## config.mk

```make
export PLATFORM = sky130hd
export DESIGN_NAME = difftest_commit_queue
export DESIGN_NICKNAME = d
export VERILOG_FILES = /design/src/rtl/difftest_commit_queue.sv
export SDC_FILE = /design/constraint.sdc
export NUM_CORES = 2
export LEC_CHECK = 0
export ABC_AREA = 1
export CORE_ASPECT_RATIO = 2
export CORE_MARGIN = 8
export CORE_UTILIZATION = 31
export CTS_BUF_LIST = sky130_fd_sc_hd__clkbuf_4
export CTS_CLUSTER_SIZE = 14
export DETAILED_ROUTE_END_ITERATION = 8
export GPL_TIMING_DRIVEN = 0
export HOLD_SLACK_MARGIN = 0.12
export MAX_ROUTING_LAYER = met4
export PLACE_DENSITY = 0.5
export SLEW_MARGIN = 20
export SYNTH_ARGS = -nofsm -noshare
export SYNTH_HDL_FRONTEND = slang
export SYNTH_SLANG_ARGS = --single-unit
```

## constraint.sdc

```tcl
create_clock -name clock -period 69.2 [get_ports clock]
set_input_delay 20.76 -clock clock [delete_from_list [all_inputs] [get_ports clock]]
set_output_delay 20.76 -clock clock [all_outputs]
set_load 0.02 [all_outputs]
```

## src/rtl/difftest_commit_queue.sv

```systemverilog
// difftest_commit_queue: multi-channel retire-to-Difftest commit buffer.
// Up to COMMIT_W retired instructions enter per cycle (channel 0 oldest),
// are compacted into an in-order circular FIFO, and drain one per cycle to
// the Difftest sink. Cycle/instruction counters and the trap event
// (opcode 7'h6b) are tracked alongside the queue.
//
// Handshakes:
//   input side  - a group is accepted on a clock edge when in_ready=1 and any
//                 in_valid bit is set; in_ready depends on registered state
//                 only, so a same-cycle pop never raises it.
//   output side - the head record transfers on a clock edge when
//                 out_valid=1 and out_ready=1; out_* are stable while
//                 out_valid=1 and out_ready=0.
//
// DEPTH must be a power of two, at least 2 and at least COMMIT_W.
module difftest_commit_queue #(
  parameter int COMMIT_W = 2,
  parameter int DEPTH    = 8,
  parameter int XLEN     = 64
) (
  input  logic                     clock,
  input  logic                     reset,
  input  logic [COMMIT_W-1:0]      in_valid,
  input  logic [COMMIT_W*XLEN-1:0] in_pc,
  input  logic [COMMIT_W*32-1:0]   in_inst,
  input  logic [COMMIT_W-1:0]      in_wen,
  input  logic [COMMIT_W*5-1:0]    in_wdest,
  input  logic [COMMIT_W*XLEN-1:0] in_wdata,
  input  logic [XLEN-1:0]          in_a0,
  output logic                     in_ready,
  output logic                     out_valid,
  input  logic                     out_ready,
  output logic [XLEN-1:0]          out_pc,
  output logic [31:0]              out_inst,
  output logic                     out_wen,
  output logic [7:0]               out_wdest,
  output logic [XLEN-1:0]          out_wdata,
  output logic                     trap_valid,
  output logic [7:0]               trap_code,
  output logic [XLEN-1:0]          trap_pc,
  output logic [63:0]              cycle_cnt,
  output logic [63:0]              instr_cnt,
  output logic                     overflow_err
);

  localparam int PW = $clog2(DEPTH);
  localparam int CW = PW + 1;
  localparam logic [CW-1:0] DEPTH_C    = CW'(DEPTH);
  localparam logic [CW-1:0] COMMIT_W_C = CW'(COMMIT_W);
  localparam logic [6:0]    TRAP_OP    = 7'h6b;

  // One queued commit record; trap tags the entry that ends the program.
  typedef struct packed {
    logic            trap;
    logic [XLEN-1:0] pc;
    logic [31:0]     inst;
    logic            wen;
    logic [4:0]      wdest;
    logic [XLEN-1:0] wdata;
  } rec_t;

  rec_t            mem_q [DEPTH];
  rec_t            mem_d [DEPTH];
  logic [PW-1:0]   wr_ptr_q, wr_ptr_d;
  logic [PW-1:0]   rd_ptr_q, rd_ptr_d;
  logic [CW-1:0]   count_q, count_d;
  logic            trap_pending_q, trap_pending_d;
  logic            trap_valid_q, trap_valid_d;
  logic [7:0]      trap_code_q, trap_code_d;
  logic [XLEN-1:0] trap_pc_q, trap_pc_d;
  logic [63:0]     cycle_cnt_q, cycle_cnt_d;
  logic [63:0]     instr_cnt_q, instr_cnt_d;
  logic            overflow_q, overflow_d;

  logic [COMMIT_W-1:0] trap_hit;
  logic [COMMIT_W-1:0] keep;
  logic                older_trap;
  logic                grp_trap;
  logic [XLEN-1:0]     grp_trap_pc;
  logic [CW-1:0]       free_slots;
  logic                any_valid;
  logic                push_fire;
  logic                pop_fire;
  logic [CW-1:0]       n_push;
  logic [PW-1:0]       slot;
  logic [PW-1:0]       widx;
  rec_t                new_rec;
  rec_t                head;

  // Only the trap code byte of x10 is recorded.
  logic unused_a0_hi;
  assign unused_a0_hi = ^in_a0[XLEN-1:8];

  // Per-channel trap detection; channels younger than the first trap are cut.
  always_comb begin
    trap_hit    = '0;
    keep        = '0;
    older_trap  = 1'b0;
    grp_trap    = 1'b0;
    grp_trap_pc = '0;
    for (int i = 0; i < COMMIT_W; i++) begin
      trap_hit[i] = in_valid[i] && (in_inst[i*32 +: 7] == TRAP_OP);
      keep[i]     = in_valid[i] && !older_trap;
      if (trap_hit[i] && !older_trap) begin
        grp_trap    = 1'b1;
        grp_trap_pc = in_pc[i*XLEN +: XLEN];
      end
      older_trap = older_trap | trap_hit[i];
    end
  end

  // Handshake qualifiers, all from registered occupancy and trap state.
  always_comb begin
    free_slots = DEPTH_C - count_q;
    any_valid  = |in_valid;
    in_ready   = (free_slots >= COMMIT_W_C) && !trap_pending_q && !trap_valid_q;
    out_valid  = (count_q != '0);
    push_fire  = in_ready && any_valid;
    pop_fire   = out_valid && out_ready;
  end

  // Compacting write of accepted channels into consecutive slots from wr_ptr.
  always_comb begin
    mem_d   = mem_q;
    n_push  = '0;
    slot    = '0;
    widx    = '0;
    new_rec = '0;
    if (push_fire) begin
      for (int i = 0; i < COMMIT_W; i++) begin
        if (keep[i]) begin
          new_rec.trap  = trap_hit[i];
          new_rec.pc    = in_pc[i*XLEN +: XLEN];
          new_rec.inst  = in_inst[i*32 +: 32];
          new_rec.wen   = in_wen[i];
          new_rec.wdest = in_wdest[i*5 +: 5];
          new_rec.wdata = in_wdata[i*XLEN +: XLEN];
          widx          = wr_ptr_q + slot;
          mem_d[widx]   = new_rec;
          slot          = slot + PW'(1);
          n_push        = n_push + CW'(1);
        end
      end
    end
  end

  // Pointer, occupancy, trap and counter next-state.
  always_comb begin
    wr_ptr_d       = wr_ptr_q + n_push[PW-1:0];
    rd_ptr_d       = rd_ptr_q;
    count_d        = count_q + n_push - CW'(pop_fire);
    trap_pending_d = trap_pending_q;
    trap_valid_d   = trap_valid_q;
    trap_code_d    = trap_code_q;
    trap_pc_d      = trap_pc_q;
    instr_cnt_d    = instr_cnt_q;
    overflow_d     = overflow_q;
    cycle_cnt_d    = trap_valid_q ? cycle_cnt_q : cycle_cnt_q + 64'd1;

    if (push_fire && grp_trap) begin
      trap_pending_d = 1'b1;
      trap_code_d    = in_a0[7:0];
      trap_pc_d      = grp_trap_pc;
    end

    // Input held off by a pending trap is expected, not an overflow.
    if (any_valid && !in_ready && !trap_pending_q) begin
      overflow_d = 1'b1;
    end

    if (pop_fire) begin
      rd_ptr_d    = rd_ptr_q + PW'(1);
      instr_cnt_d = instr_cnt_q + 64'd1;
      if (head.trap) begin
        trap_valid_d   = 1'b1;
        trap_pending_d = 1'b0;
      end
    end
  end

  // Control state registers; reset wins over push, pop and trap.
  always_ff @(posedge clock) begin
    if (!reset) begin
      wr_ptr_q       <= '0;
      rd_ptr_q       <= '0;
      count_q        <= '0;
      trap_pending_q <= 1'b0;
      trap_valid_q   <= 1'b0;
      trap_code_q    <= '0;
      trap_pc_q      <= '0;
      cycle_cnt_q    <= '0;
      instr_cnt_q    <= '0;
      overflow_q     <= 1'b0;
    end else begin
      wr_ptr_q       <= wr_ptr_d;
      rd_ptr_q       <= rd_ptr_d;
      count_q        <= count_d;
      trap_pending_q <= trap_pending_d;
      trap_valid_q   <= trap_valid_d;
      trap_code_q    <= trap_code_d;
      trap_pc_q      <= trap_pc_d;
      cycle_cnt_q    <= cycle_cnt_d;
      instr_cnt_q    <= instr_cnt_d;
      overflow_q     <= overflow_d;
    end
  end

  // Record storage; contents are meaningless until written, so no reset.
  always_ff @(posedge clock) begin
    for (int i = 0; i < DEPTH; i++) begin
      mem_q[i] <= mem_d[i];
    end
  end

  // Head record and status outputs.
  always_comb begin
    head         = mem_q[rd_ptr_q];
    out_pc       = head.pc;
    out_inst     = head.inst;
    out_wen      = head.wen;
    out_wdest    = {3'd0, head.wdest};
    out_wdata    = head.wdata;
    trap_valid   = trap_valid_q;
    trap_code    = trap_valid_q ? trap_code_q : 8'd0;
    trap_pc      = trap_valid_q ? trap_pc_q : '0;
    cycle_cnt    = cycle_cnt_q;
    instr_cnt    = instr_cnt_q;
    overflow_err = overflow_q;
  end

endmodule

```

==> metrics.md <==
| Metric | Value |
|---|---|
| PortBufs | 713 |
| Peak VDD IR | 0.03447 mV |
| Initial cell density of the core | between 30% and 40% |
| Proportion of layout cells with a drive suffix above 1 | 9.001% |
| Final nets | 13.67k |
| CTS tree | done |
| Total Wirelength | 491000 um |
| Buf/Inv on CP | 6 |
| MaxCap Viol Count | 0 |
| Sequential area share after synthesis | 48.14% |
| # H-tree levels | 5 |
| Clock Latency Late Sink | 1.44 ns |
| Fmax | between 0.03 and 0.04 GHz |
| Placed cell count | 16.69k |
| Largest net degree at the start of global routing | 99 |
| Delay-heaviest family, CP | buffers and inverters |
| Crit. End Element | output pin |
| CP required | 48.44 ns |
| Final slew viol count | 0 |
| Fillers | 32.02k |
| Crit-path most repeated cell | buf_2 |
| DRC Markers | 0 |
| GR met3 Demand/Resource | 6.305% |
| Wire length per cell | 28.08 um |
| CP Cell Sequence | buf_2 -> inv_4 -> buf_4 -> buf_2 -> buf_2 -> nor2_1 -> o22ai_1 -> nor2_1 -> a31oi_1 -> clkdlybuf4s50_1 |
| Post-synthesis register bit count | 1549 |
| Yosys warns | 0 |
| Met2 track utilization from global routing | 54.02% |
| GRT overflow | 0 |
| Mapped Cells | 12.10k |
| Final period util | 38.68% |
| Slew at the pin closest to its max-slew limit | between 1 and 1.5 ns |
| Crit path time final | 26.77 ns |
| Slew margin rel. | around a fifth |
| Post-synth EDFFs | 1336 |
| Synthesized area | 92200 sq um |
| Grt peak-use layer | met2 |
| Area Overhead vs Synth | 19.58% |
| Crit path kind | flip-flop to output pin |
| Commonest non-fill, non-tap cells in the layout | nand2_1 (3474), o21ai_0 (2598), edfxtp_1 (1336) |
| Critical Path AT | 6.01 ns |
| PD cells | about 48 nW/um^2 |
| Vias per cell | 5.387 |
| Clock slew seen by the registers of the worst setup and hold paths | 0.07 ns |
| Row cnt | 283 |
| Slowest stage delay, CP | about 0.77 ns |
| Clock root cell | clkbuf_4 |
| Die X-Extent | 401.6 um |
| Ys flop type | edfxtp_1 |
| Non-filler cells, final | 17.49k |
| Clock Path Buffers | 4 |
| Initial antenna violation count | 84 |
| CTS sink cnt | 1549 |
| Die height | approximately 800 um |
| Pleak | 46.19 nW |
| Final setup violation count | 0 |
| Hold WC Path Type | flip-flop to flip-flop |
| Dpl hpwl | roughly 370000 um |
| Met1 Usage GRT | 28.74% |
| Crit Path Max Fanout | 10 |
| Total CTS buffers | 408 |
| Resized Gates After CTS | 0 |
| Worst setup skew after layout | 0.2063 ns |
| Worst Setup Start Kind | flip-flop |
| Setup TNS | 0 ns |
| Synth Area per Inst | 7.617 sq um |
| Cts hold-fix bufs | 0 |
| FFs w/ async S/R, synth | 0% |
| CP max stage cell | clkdlybuf4s50_1 |
| Top Ports | 774 |
| Total GRT Usage | 30.34% |
| Antenna Nets Post-Route | 0 |
| Core area | 296400 sq um |
| Pre-Repair DR Iteration Count | 8 |
| DR iter-0 viols | 9213 |
| Synth cell types | 47 |
| RePlAce Congestion | 1.015 |
| Final Hold Viols | 0 |
| Die area | ~320000 sq um |
| Vias | 94.22k |
| First-pass GRT wire length | 680100 um |
| Commonest non-fill, non-tap cell in the layout | nand2_1 |
| Status | finished clean |
| Unrepaired setup endpoints after global routing | no |
| Setup Buffers After CTS | 0 |
| Vias in the first global route | 94.13k |
[area by class of cell]
class | instances | area [sq um] | area share (%)
buffer | 900 | 4990 | 4.526
multi-input combinational | 8817 | 39690 | 36.00
clock inverter | 74 | 437.9 | 0.3972
clock buffer | 636 | 4775 | 4.331
antenna | 87 | 217.7 | 0.1975
tap | 3847 | 4813 | 4.366
sequential | 1549 | 44380 | 40.26
timing repair buffer | 738 | 7770 | 7.048
inverter | 840 | 3171 | 2.876
[path summary, 6_finish.rpt]
path,start,end,slack [ns],cells after the start
max,rd_ptr_q[0],out_inst[26],42.43,10
min,trap_pending_q,trap_pending_q,0.51,2
max reg2reg,trap_valid,count_q[3],64.60,15
min reg2reg,trap_pending_q,trap_pending_q,0.51,2
[metal layers]
metal / wire [um] / up-vias
met5: 0 / -
li1: - / 43620
met2: 252500 / 4615
met1: 158900 / 44480
met3: 35960 / 1503
met4: 43630 / 0
[through the flow]
stage	hold slack (ns)	setup slack (ns)	utilization (%)	instance area [sq um]	total power (W)
2_1_floorplan	0.4392	17.97	-	92210	0.004026
3_3_place_gp	0.4856	-8.715	35.14	104200	0.005389
3_5_place_dp	0.4879	43.89	35.37	104800	0.004403
4_1_cts	0.5026	42.33	37.13	110000	0.005291
5_1_grt	0.5271	42.45	37.18	110200	0.005639
6_report	0.5069	42.43	37.20	110300	0.005316
[Yosys cell counts, types with 2 or more instances]
| cell | instances | area (sq um) |
|---|---|---|
| and2_1 | 2 | 12.51 |
| nor3b_1 | 5 | 37.54 |
| nand3_2 | 2 | 20.02 |
| a21oi_1 | 63 | 315.3 |
| nor2_1 | 1247 | 4681 |
| a211oi_1 | 2 | 15.01 |
| o21ai_0 | 2598 | 13000 |
| o211ai_1 | 166 | 1246 |
| nor3_1 | 40 | 200.2 |
| nand3_1 | 88 | 440.4 |
| inv_4 | 2 | 12.51 |
| nand4_1 | 45 | 281.5 |
| a31oi_1 | 167 | 1045 |
| nor2_4 | 5 | 56.30 |
| o21a_1 | 5 | 37.54 |
| clkbuf_1 | 405 | 1520 |
| buf_6 | 136 | 1531 |
| buf_1 | 28 | 105.1 |
| dfxtp_1 | 213 | 4264 |
| nor2_2 | 15 | 93.84 |
| fa_1 | 2 | 40.04 |
| nand2_2 | 4 | 25.02 |
| inv_1 | 829 | 3112 |
| o21ai_1 | 621 | 3108 |
| edfxtp_1 | 1336 | 40120 |
| xnor2_1 | 8 | 70.07 |
| nor3_4 | 4 | 65.06 |
| nand3_4 | 8 | 140.1 |
| nand3b_1 | 4 | 30.03 |
| buf_4 | 61 | 457.9 |
| clkinv_1 | 2 | 7.510 |
| xor2_1 | 17 | 148.9 |
| nor4_1 | 4 | 25.02 |
| ha_1 | 15 | 187.7 |
| buf_2 | 269 | 1346 |
| nand2_1 | 3474 | 13040 |
| o22ai_1 | 197 | 1232 |
| inv_2 | 6 | 22.52 |
[sequential cells by signal (all words and copies together) (netlist names)]
name            cells
instr_cnt          64
wr_ptr_q            3
cycle_cnt          64
trap_pending_q      1
count_q             4
mem_q            1336
trap_pc_q          64
overflow_err        1
trap_valid          1
trap_code_q         8
rd_ptr_q            3
[worst reg2reg max path, stage by stage (launching register included)]
cell,delay (ns)
dfxtp_1,0.32
buf_2,0.24
inv_4,0.20
clkbuf_1,0.59
nand3_1,0.34
inv_8,0.62
buf_16,0.41
nand2_1,0.43
ha_1,0.43
inv_1,0.05
ha_1,0.26
nand2_1,0.06
nor2_1,0.03
a211oi_1,0.26
o21ai_0,0.12
a21oi_1,0.15
[kinds of logic after synthesis]
group                      synth area share [%]
AOI/OAI and AO/OA                         21.71
buffers and inverters                     8.817
xor gates and xnor gates                 0.2673
adders and majority gates                0.2470
DFF                                       48.14
other                                  0.004067
and+or+nand+nor                           20.81
[report_power, final]
part	internal, W	switching (W)	total (W)
Sequential	0.00175	0.000214	0.00196
Clock	0.000427	0.000455	0.000882
Combinational	0.000791	0.00168	0.00247
Total	0.00297	0.00235	0.00532
Power figures use the tool's default switching activity.
